## src/rtl/uart_tx_scheduler.sv

```systemverilog
// Round-robin, packet-locked sharing of one UART transmitter between
// NUM_REQ byte streams, with a watchdog on the send/busy handshake.
module uart_tx_scheduler #(
    parameter int NUM_REQ      = 4,
    parameter int WIDTH        = 8,
    parameter int BUSY_TIMEOUT = 1023
) (
    input  logic                     ipClk,
    input  logic                     reset,
    input  logic [NUM_REQ-1:0]       ipReqValid,
    input  logic [NUM_REQ*WIDTH-1:0] ipReqData,
    input  logic [NUM_REQ-1:0]       ipReqLast,
    output logic [NUM_REQ-1:0]       opReqReady,
    output logic [NUM_REQ-1:0]       opGrant,
    output logic [WIDTH-1:0]         opTxData,
    output logic                     opTxSend,
    input  logic                     ipTxBusy,
    output logic                     opTimeout,
    output logic                     opIdle
);

    localparam int IW = $clog2(NUM_REQ);
    localparam int CW = IW + 1;
    localparam int TW = $clog2(BUSY_TIMEOUT + 1);
    localparam logic [IW-1:0] PTR_RST = IW'(NUM_REQ - 1);
    localparam logic [TW-1:0] T_MAX   = TW'(BUSY_TIMEOUT);
    localparam logic [TW-1:0] T_LAST  = TW'(BUSY_TIMEOUT - 1);

    typedef enum logic [2:0] {
        S_IDLE,
        S_LOAD,
        S_SEND,
        S_WAIT_DONE,
        S_HOLD
    } state_t;

    state_t             state_q, state_d;
    logic [IW-1:0]      ptr_q, ptr_d;
    logic [IW-1:0]      owner_q, owner_d;
    logic [NUM_REQ-1:0] grant_q, grant_d;
    logic [NUM_REQ-1:0] ready_q, ready_d;
    logic [WIDTH-1:0]   data_q, data_d;
    logic               send_q, send_d;
    logic               timeout_q, timeout_d;
    logic               idle_q, idle_d;
    logic               last_q, last_d;
    logic [TW-1:0]      timer_q, timer_d;

    logic [WIDTH-1:0]   data_a [NUM_REQ];
    logic               win_vld;
    logic [IW-1:0]      win_idx;
    logic [CW-1:0]      cand;

    always_comb begin
        for (int i = 0; i < NUM_REQ; i++) begin
            data_a[i] = ipReqData[i*WIDTH +: WIDTH];
        end
    end

    // Scan from the requester after the last owner, wrapping around.
    always_comb begin
        win_vld = 1'b0;
        win_idx = '0;
        cand    = '0;
        for (int k = 1; k <= NUM_REQ; k++) begin
            cand = {1'b0, ptr_q} + CW'(k);
            if (cand >= CW'(NUM_REQ)) begin
                cand = cand - CW'(NUM_REQ);
            end
            if (!win_vld && ipReqValid[cand[IW-1:0]]) begin
                win_vld = 1'b1;
                win_idx = cand[IW-1:0];
            end
        end
    end

    always_comb begin
        state_d   = state_q;
        ptr_d     = ptr_q;
        owner_d   = owner_q;
        grant_d   = grant_q;
        ready_d   = '0;
        data_d    = data_q;
        send_d    = send_q;
        timeout_d = 1'b0;
        last_d    = last_q;
        timer_d   = timer_q;
        unique case (state_q)
            S_IDLE: begin
                if (!ipTxBusy && win_vld) begin
                    owner_d = win_idx;
                    grant_d = NUM_REQ'(1) << win_idx;
                    ready_d = NUM_REQ'(1) << win_idx;
                    state_d = S_LOAD;
                end
            end
            S_LOAD: begin
                data_d  = data_a[owner_q];
                last_d  = ipReqLast[owner_q];
                timer_d = '0;
                send_d  = 1'b1;
                state_d = S_SEND;
            end
            S_SEND: begin
                if (timer_q != T_MAX) begin
                    timer_d = timer_q + 1'b1;
                end
                // timer_q counts send cycles already completed
                if (ipTxBusy) begin
                    send_d  = 1'b0;
                    state_d = S_WAIT_DONE;
                end else if (timer_q == T_LAST) begin
                    timeout_d = 1'b1;
                    send_d    = 1'b0;
                    grant_d   = '0;
                    ptr_d     = owner_q;
                    state_d   = S_IDLE;
                end
            end
            S_WAIT_DONE: begin
                send_d = 1'b0;
                if (!ipTxBusy) begin
                    if (last_q) begin
                        grant_d = '0;
                        ptr_d   = owner_q;
                        state_d = S_IDLE;
                    end else if (ipReqValid[owner_q]) begin
                        ready_d = grant_q;
                        state_d = S_LOAD;
                    end else begin
                        state_d = S_HOLD;
                    end
                end
            end
            S_HOLD: begin
                if (ipReqValid[owner_q]) begin
                    ready_d = grant_q;
                    state_d = S_LOAD;
                end
            end
            default: begin
                state_d = S_IDLE;
            end
        endcase
        idle_d = (state_d == S_IDLE);
    end

    always_ff @(posedge ipClk) begin
        if (reset) begin
            state_q   <= S_IDLE;
            ptr_q     <= PTR_RST;
            owner_q   <= '0;
            grant_q   <= '0;
            ready_q   <= '0;
            data_q    <= '0;
            send_q    <= 1'b0;
            timeout_q <= 1'b0;
            idle_q    <= 1'b1;
            last_q    <= 1'b0;
            timer_q   <= '0;
        end else begin
            state_q   <= state_d;
            ptr_q     <= ptr_d;
            owner_q   <= owner_d;
            grant_q   <= grant_d;
            ready_q   <= ready_d;
            data_q    <= data_d;
            send_q    <= send_d;
            timeout_q <= timeout_d;
            idle_q    <= idle_d;
            last_q    <= last_d;
            timer_q   <= timer_d;
        end
    end

    assign opReqReady = ready_q;
    assign opGrant    = grant_q;
    assign opTxData   = data_q;
    assign opTxSend   = send_q;
    assign opTimeout  = timeout_q;
    assign opIdle     = idle_q;

endmodule

```

## config.mk

```make
export PLATFORM = sky130hd
export DESIGN_NAME = uart_tx_scheduler
export DESIGN_NICKNAME = d
export VERILOG_FILES = /design/src/rtl/uart_tx_scheduler.sv
export SDC_FILE = /design/constraint.sdc
export NUM_CORES = 1
export LEC_CHECK = 0
export CORE_ASPECT_RATIO = 0.8
export CORE_MARGIN = 5
export CORE_UTILIZATION = 50
export CTS_CLUSTER_DIAMETER = 120
export DETAILED_ROUTE_END_ITERATION = 10
export HOLD_SLACK_MARGIN = 0.1
export PLACE_DENSITY = 0.87
export SLEW_MARGIN = 15
export SYNTH_ARGS = -nofsm -noshare
export SYNTH_HDL_FRONTEND = slang
export SYNTH_SLANG_ARGS = --single-unit
export TNS_END_PERCENT = 100
```

## constraint.sdc

```tcl
create_clock -name ipClk -period 4.21 [get_ports ipClk]
set_input_delay 0.842 -clock ipClk [delete_from_list [all_inputs] [get_ports ipClk]]
set_output_delay 0.842 -clock ipClk [all_outputs]
set_load 0.02 [all_outputs]
```

==> results.ini, run 1 <==
[run_status]
outcome=completed

[setup_path]
crit_path_start_kind=input pin
cp_slowest_stage_delay_ns=0.91
endpoint_kind=register
worstPathCellList=clkdlybuf4s50_1 -> nor3_2 -> a21bo_2 -> o22ai_1
ff2ff_path_depth=4
crit_slowest_cell=clkdlybuf4s50_1
regToRegSetupSlack_ns=2.37
crit_buf_inv=1
cp_top_family=buffers and inverters
reg2reg_from=state_q[1]$_SDFF_PP0_
critPathMaxFanout=27
worstSetupPathType=in2reg
r2r_end=timer_q[9]$_SDFFE_PP0P_
critPathRequiredTime_ns=4.44
arrival_ns=2.67

[timing]
slew_violations=0
setup_tns_ns=0
clock_skew_ns=0.00956
fin_crit_sh_pct=57.8
max_freq_mhz=411
setup_viol=0
min_period_ns=2.43
tightest_slew_ns=0.978
slew_headroom_pct=34.6
hold_violations=0
rsz0062_at_grt=no

[detailed_routing]
drt_iter0_drc=78
num_vias=1874
drt.antenna.violating_nets=0
avgViaCountPerCell=5.73
firstDrtPassIters=4
wl_um=5050
routedWlPerCell_um=15.4
drc=0

[cts]
postCtsHoldBufs=0
cts_buffers=5
ctsRootBufferMaster=clkbuf_8
htree_levels=2
cts_tree=built
postCtsSetupBuffers=0
clockBufferDepth=2
clkTransAtPathRegs_ns=0.08
cts_num_sinks=37
post_cts_resized=0
clock_latency_ns=0.30

[floorplanning]
initial_core_util_pct=52.0
die_area_mm2=0.00532
die_w_um=80.3
die_h_um=66.3
core.rowCount=20
pin_count=62
core-area_mm2=0.00380

[global_routing]
antenna_found_initial=0
grt_pass1_vias=1684
grt_pass1_wl_um=7860
grt_max_degree=28
grt_util_all_layers_pct=19.4
gr-total-overflow=0

[yosys]
synth.distinct_cells=46
syn_area_mm2=0.00198
ys_seq_area_share_pct=37.4
syn_area_per_cell_um2=9.21
async_flop_share_pct=0
syn_nets=260
synth_cells=215
synth_seq_cells=37
synth_flop_cell=dfxtp_1
synth_warnings=0
synth_edf_count=0

[place]
place_inst=319
gp_congestion=0.851
dpl.hpwl_um=3680
portBuffers=61

[power]
power.leakage_nw=0.920
ir_drop_mv=0.281
power.density_mw_per_mm2=356

[hold_path]
hold_path_end=opTxData[4]$_SDFFE_PP0P_
hp-class=reg2reg
whs_path_depth=2
min_from=opTxData[4]$_SDFFE_PP0P_

[final_layout]
final_common_cell=clkdlybuf4s50_1
syn_to_final_growth_pct=37.7
stdcell_count=327
layout_common_cells=61 x clkdlybuf4s50_1, 37 x dfxtp_1, 27 x nand2_1
antenna_cells=0
fin_nets=316
layout-drive-gt1-share_pct=11.4

[run]
drv_cap=0

-- per-stage QoR --
step | total power [mW] | utilization (%) | cell area, um^2 | hold WS (ns) | setup WS [ns]
detailed placement | 0.650 | 68.5 | 2610 | 0.446 | 1.51
CTS | 0.981 | 71.6 | 2730 | 0.465 | 1.82
global route | 1.02 | 71.6 | 2730 | 0.493 | 1.71
global placement | 0.646 | 68.5 | 2610 | 0.442 | 1.62
finish | 0.971 | 71.6 | 2730 | 0.459 | 1.78
floorplan | 0.555 | - | 1980 | 0.452 | 2.18
-- final cells by class --
type / instances / area [um^2]
clock buffers: 6 / 82.6
fillers: 289 / 1080
inverters: 6 / 22.5
multi-input cells: 159 / 1150
flip-flops and latches: 37 / 741
repair buffers: 62 / 618
clock inverters: 2 / 37.5
well taps: 55 / 68.8
-- state kept, by name (all words and copies together) (netlist names) --
register and flops:
timer_q 10, opTxData 8, opGrant 4, opReqReady 4
state_q 3, owner_q 2, ptr_q 2, last_q 1
opIdle 1, opTimeout 1, opTxSend 1
-- worst min-delay path, stage by stage, from the launching register on --
cell	delay [ns]
dfxtp_1	0.31
nand2_1	0.05
a21oi_1	0.05
-- Yosys cell counts, types with 2 or more instances --
cell type	instances	area share [%]
dfxtp_1	37	37
nand2_1	27	5.1
a21oi_1	24	6.1
mux4_2	10	11
nand2b_1	9	2.8
o31ai_1	9	3.4
clkbuf_1	8	1.5
nor2_1	8	1.5
o21ai_0	7	1.8
inv_1	6	1.1
nand3_1	6	1.5
o22ai_1	6	1.9
or4_1	6	2.3
buf_2	4	1.0
nor3_1	4	1.0
nor2b_1	3	0.95
nor3b_1	3	1.1
or3_1	3	0.95
a211oi_1	2	0.76
a311o_1	2	1.0
a31oi_1	2	0.63
ha_1	2	1.3
mux2i_1	2	1.0
nand4_2	2	1.3
nor4_1	2	0.63
-- worst max path at each step --
stage                     cells after the start                  endpoint  slack [ns]           from
final                                         4   opGrant[1]$_SDFFE_PP0P_        1.78          reset
after global routing                          5     state_q[0]$_SDFF_PP0_        1.71  ipReqValid[3]
after CTS                                     4   opGrant[1]$_SDFFE_PP0P_        1.82          reset
after detailed placement                      4  opReqReady[1]$_SDFF_PP0_        1.51          reset
after global placement                        4   opGrant[0]$_SDFFE_PP0P_        1.62          reset
after floorplan                               5   opGrant[0]$_SDFFE_PP0P_        2.18       ipTxBusy
-- routing by layer --
metal / track usage (%) / share of wire, % / up-vias
met5: 0 / 0 / -
met4: 9.07 / 1.8 / 0
met3: 5.31 / 6.6 / 8
met2: 32.0 / 50 / 63
met1: 23.4 / 41 / 877
li1: - / - / 926
-- kinds of logic after synthesis --
kind of cell | after synthesis | synth area share, %
AOI/OAI and AO/OA | 64 | 21.5
adders and majority gates | 2 | 1.26
buffers and inverters | 19 | 4.24
DFF | 37 | 37.4
muxes | 12 | 12.4
and+or+nand+nor | 81 | 23.2
-- power by group --
part / switching, mW / internal [mW]
sequential: 0.0349 / 0.375
clock: 0.135 / 0.193
combinational: 0.103 / 0.130
total: 0.273 / 0.698
(Power assumes the default switching activity.)
==> run 2: changes to the inputs <==
Settings changed: CORE_UTILIZATION 50 to 42, PLACE_DENSITY 0.87 to 0.78.
Clock period 4.21 ns to 2.2 ns, I/O delays scaled along.
==> results.ini, run 2 (synthesis gave the netlist of run 1 again) <==
[floorplanning]
core-area_mm2=0.00457  ; +20%
initial_core_util_pct=43.3  ; -8.7 points
die_w_um=86.8  ; +8.0%
die_h_um=71.4  ; +7.7%
pin_count=62  ; unchanged
die_area_mm2=0.00619  ; +16%
core.rowCount=22  ; +10%

[detailed_routing]
wl_um=5270  ; +4.4%
num_vias=1909  ; +1.9%
drc=0  ; unchanged
drt.antenna.violating_nets=0  ; unchanged
routedWlPerCell_um=15.5  ; about the same
drt_iter0_drc=76  ; -2.6%
avgViaCountPerCell=5.60  ; -2.3%
firstDrtPassIters=5  ; +1

[power]
ir_drop_mv=0.393  ; +40%
finalPower_mw=1.95  ; +100%
intPower_mw=1.44  ; +110%
p_clk_share_pct=35.5  ; +1.8 points
power.leakage_nw=0.977  ; +6.1%
swShare_pct=26.5  ; -1.7 points
sequentialPowerShare_pct=39.0  ; -3.3 points
p_switching_mw=0.517  ; +89%
power.density_mw_per_mm2=694  ; +95%
combPwrFrac_pct=25.5  ; +1.5 points

[place]
place_inst=333  ; +4.4%
post-place-ws_ns=0.150  ; -1.36 ns
portBuffers=61  ; unchanged
placed_area_mm2=0.00268  ; +2.8%
gp_congestion=0.848  ; -0.41%
dpl.hpwl_um=4020  ; +9.3%

[cts]
post_cts_resized=0  ; unchanged
cts_num_sinks=37  ; unchanged
cts_tree=built
cts_buffers=5  ; unchanged
clockBufferDepth=2  ; unchanged
htree_levels=2  ; unchanged
postCtsHoldBufs=0  ; unchanged
postCtsSetupBuffers=0  ; unchanged
clkTransAtPathRegs_ns=0.07  ; about the same
ctsRootBufferMaster=clkbuf_8
clock_latency_ns=0.29  ; about the same

[timing]
max_freq_mhz=558
setup_tns_ns=0  ; unchanged
rsz0062_at_grt=no
min_period_ns=1.79
slew_headroom_pct=53.3  ; +19 points
fin_crit_sh_pct=81.5
hold_violations=0  ; unchanged
setup_viol=0  ; unchanged
hold_ws_ns=0.457  ; -0.00229 ns
setup_slack_ns=0.407  ; -1.37 ns
clock_skew_ns=0.00552  ; -0.00404 ns
tightest_slew_ns=0.695  ; -0.284 ns
slew_violations=0  ; unchanged

[setup_path]
worstSetupPathType=reg2reg
critPathRequiredTime_ns=2.38  ; -2.06 ns
crit_path_start_kind=register
arrival_ns=1.98  ; -0.69 ns
endpoint_kind=register
critPathMaxFanout=7  ; -74%

[final_layout]
layout-drive-gt1-share_pct=14.2  ; +2.8 points
fin_area_mm2=0.00281  ; +3.2%
syn_to_final_growth_pct=42.1
regMostFlops=timer_q
utilization_pct=61.6  ; -10 points
final_common_cell=clkdlybuf4s50_1
stdcell_count=341  ; +4.3%
antenna_cells=0  ; unchanged
fin_nets=325  ; +2.8%
largest_register_ffs=10  ; unchanged
layout_common_cells=61 x clkdlybuf4s50_1, 37 x dfxtp_1, 27 x nand2_1

[global_routing]
grt_pass1_vias=1880  ; +12%
grt_max_degree=15  ; -46%
antenna_found_initial=0  ; unchanged
grt_pass1_wl_um=8720  ; +11%
grt_util_all_layers_pct=17.8  ; -1.6 points
gr-total-overflow=0  ; unchanged

[hold_path]
hp-class=reg2reg

[run_status]
outcome=completed

[run]
drv_cap=0  ; unchanged

[run 2: cell types whose count changed in the layout (fill, tap and decap cells not counted), sizes merged]
cell	previous run	this run
buf	1	10
bufinv	1	2
clkbuf	6	5
clkinv	0	1
clkinvlp	1	0
[run 2: final timing paths]
check	start	cells past startpoint	slack [ns]	endpoint
min reg2reg	opTxData[1]$_SDFFE_PP0P_	2	0.46	opTxData[1]$_SDFFE_PP0P_
min	opTxData[1]$_SDFFE_PP0P_	2	0.46	opTxData[1]$_SDFFE_PP0P_
max	timer_q[3]$_SDFFE_PP0P_	4	0.41	ptr_q[1]$_SDFFE_PP1P_
max reg2reg	timer_q[3]$_SDFFE_PP0P_	4	0.41	ptr_q[1]$_SDFFE_PP1P_
[run 2: metal layers]
metal	vias to the layer above	GRT usage, %	share of wire, %
li1	941	-	-
met1	912	21.6	43
met2	46	29.3	49
met3	10	6.78	6.5
met4	0	5.36	1.6
met5	-	0	0
[run 2: layout make-up]
cell class                 instances  area (um^2)
sequential                        37          741
timing repair buffer              71          686
fill                             401         1760
tap                               60         75.1
multi-input combinational        159         1150
clock inverter                     3         65.1
inverter                           6         22.5
clock buffer                       5         68.8
[run 2: critical path, cell delays in order (launching register included)]
cell	delay [ns]
dfxtp_1	0.44
nand4_2	0.22
o41ai_2	0.53
a21boi_0	0.17
a311o_1	0.33
[run 2: power groups by stage]
stage	Clock, mW	Sequential (mW)	Combinational [mW]
finish	0.693	0.762	0.498
global route	0.733	0.770	0.543
CTS	0.706	0.762	0.501
detailed placement	0	0.776	0.496
global placement	0	0.776	0.486
floorplan	0	0.801	0.260
==> run 3: changes to the inputs <==
Clock period 2.2 ns to 1.5 ns, I/O delays scaled along.
==> results.ini, run 3 (synthesis gave the netlist of run 1 again) <==
[timing]
fin_crit_sh_pct=113  ; +32 points
setup_slack_ns=-0.202  ; -0.610 ns
slew_violations=0  ; unchanged
setup_tns_ns=-1.91  ; -1.91 ns
clock_skew_ns=0.00565  ; +0.000132 ns
hold_violations=0  ; unchanged
tightest_slew_ns=0.459  ; -0.236 ns
slew_headroom_pct=69.4  ; +16 points
max_freq_mhz=587  ; +5.3%
rsz0062_at_grt=yes
setup_viol=20  ; +20
min_period_ns=1.70  ; -0.0903 ns
hold_ws_ns=0.456  ; -0.00110 ns

[floorplanning]
die_area_mm2=0.00619  ; unchanged
die_w_um=86.8  ; unchanged
initial_core_util_pct=43.3  ; unchanged
die_h_um=71.4  ; unchanged
core-area_mm2=0.00457  ; unchanged
pin_count=62  ; unchanged
core.rowCount=22  ; unchanged

[power]
ir_drop_mv=0.501  ; +28%
power.density_mw_per_mm2=858  ; +24%
power.leakage_nw=1.52  ; +55%

[global_routing]
busiest_layer=met2
gr-usage-met1_pct=24.5  ; +2.9 points
grt_max_degree=13  ; -2
grtUsageMet2_pct=39.0  ; +9.7 points
gr-total-overflow=0  ; unchanged
met3_usage_pct=4.48  ; -2.3 points
grt_pass1_vias=2292  ; +22%
grt_pass1_wl_um=10500  ; +20%
antenna_found_initial=0  ; unchanged
grt_util_all_layers_pct=21.1  ; +3.4 points

[hold_path]
hp-class=reg2reg

[cts]
clkTransAtPathRegs_ns=0.08  ; about the same
cts_buffers=5  ; unchanged
postCtsHoldBufs=0  ; unchanged
cts_tree=built
ctsRootBufferMaster=clkbuf_8
clock_latency_ns=0.29  ; about the same
cts_num_sinks=37  ; unchanged
clockBufferDepth=2  ; unchanged
htree_levels=2  ; unchanged

[detailed_routing]
drc=0  ; unchanged
drt_iter0_drc=135  ; +78%
num_vias=2241  ; +17%
drt.antenna.violating_nets=0  ; unchanged
avgViaCountPerCell=5.63  ; +0.58%
wl_um=6970  ; +32%
firstDrtPassIters=4  ; -1
routedWlPerCell_um=17.5  ; +13%

[final_layout]
antenna_cells=0  ; unchanged
fill_cells=314  ; -22%
fin_nets=382  ; +18%
largest_register_ffs=10  ; unchanged
final_common_cell=buf_4
multi_input_area_mm2=0.00143  ; +24%
syn_to_final_growth_pct=79.5
layout-drive-gt1-share_pct=43.8  ; +30 points
layout_common_cells=61 x buf_4, 38 x clkdlybuf4s50_1, 25 x nand2_1, 25 x dfxtp_1, 17 x a21oi_1
regMostFlops=timer_q
regArea_um2=761  ; +2.7%

[run_status]
violations=negative setup slack
outcome=complete, but fails checks

[setup_path]
worstSetupPathType=reg2reg
crit_buf_inv=1  ; +1
worstPathCellList=buf_12 -> nor3b_4 -> nand4_4 -> or4_1 -> a21oi_1
crit_slowest_cell=or4_1
cp_top_family=simple AND/OR/NAND/NOR gates
crit_path_start_kind=register
cp_slowest_stage_delay_ns=0.45  ; -0.08 ns
endpoint_kind=register
arrival_ns=1.91  ; -0.07 ns
critPathMaxFanout=6  ; -1
critPathRequiredTime_ns=1.70  ; -0.68 ns

[place]
portBuffers=61  ; unchanged
gp_congestion=0.813  ; -4.2%
dpl.hpwl_um=4570  ; +14%

[run]
drv_cap=0  ; unchanged

run 3: cell count changes in the layout (fill, tap and decap cells not counted), moves of 5 or more:
cell	change
buf_4	+51
clkdlybuf4s50_1	-23
dlygate4sd2_1	+16
dfxtp_1	-12
dfxtp_2	+10
a21oi_1	-7
dlymetal6s2s_1	+7
a21oi_2	+6
o22ai_1	-5
o22ai_2	+5
run 3: final timing paths:
kind / to / start / slack [ns] / depth (start not counted)
worst min register to register: opTxData[0]$_SDFFE_PP0P_ / opTxData[0]$_SDFFE_PP0P_ / 0.46 / 2
worst max register to register: timer_q[5]$_SDFFE_PP0P_ / state_q[0]$_SDFF_PP0_ / -0.20 / 5
worst min-delay path: opTxData[0]$_SDFFE_PP0P_ / opTxData[0]$_SDFFE_PP0P_ / 0.46 / 2
worst max-delay path: timer_q[5]$_SDFFE_PP0P_ / state_q[0]$_SDFF_PP0_ / -0.20 / 5
run 3: area by class of cell:
| cell class | count | area share (%) |
|---|---|---|
| Multi-Input combinational cell | 159 | 40.2 |
| Timing Repair Buffer | 128 | 32.4 |
| Sequential cell | 37 | 21.4 |
| Clock buffer | 7 | 2.43 |
| Tap cell | 60 | 2.11 |
| Clock inverter | 1 | 0.845 |
| Inverter | 6 | 0.634 |
run 3: per-layer routing:
metal | routed length, um | up-vias
met5 | 0 | -
met3 | 306 | 17
li1 | - | 1061
met4 | 111 | 0
met1 | 2730 | 1098
met2 | 3820 | 65
run 3: worst min-delay path, delay by kind of cell (launching register included):
family / cells / cell delay [ns]
AO/OA/AOI/OAI: 1 / 0.05
AND/OR/NAND/NOR: 1 / 0.05
flip-flops: 1 / 0.31
run 3: per-stage QoR:
stage | cells | util, % | cell area [um^2] | worst slack [ns] | power (mW)
floorplan | 215 | - | 2000 | -0.0620 | 1.56
global placement | 378 | 67.0 | 3060 | -0.337 | 1.99
detailed placement | 378 | 67.0 | 3060 | -0.397 | 2.01
CTS | 393 | 72.5 | 3310 | -0.111 | 2.92
global route | 398 | 77.7 | 3550 | -0.222 | 3.18
finish | 398 | 77.7 | 3550 | -0.202 | 3.05
run 3: power breakdown:
| group | internal, mW | switching [mW] | leakage (nW) |
|---|---|---|---|
| registers | 1.06 | 0.0591 | 0.307 |
| clock network | 0.542 | 0.356 | 0.0585 |
| logic | 0.554 | 0.479 | 1.15 |
run 3: timing repair:
| action | 4_1_cts | 5_1_grt |
|---|---|---|
| setup buffers | 7 | 6 |
| gates cloned | 0 | 0 |
| setup endpoints to repair | 35 | 31 |
| pin swaps | 15 | 19 |
| gates resized for setup | 49 | 47 |
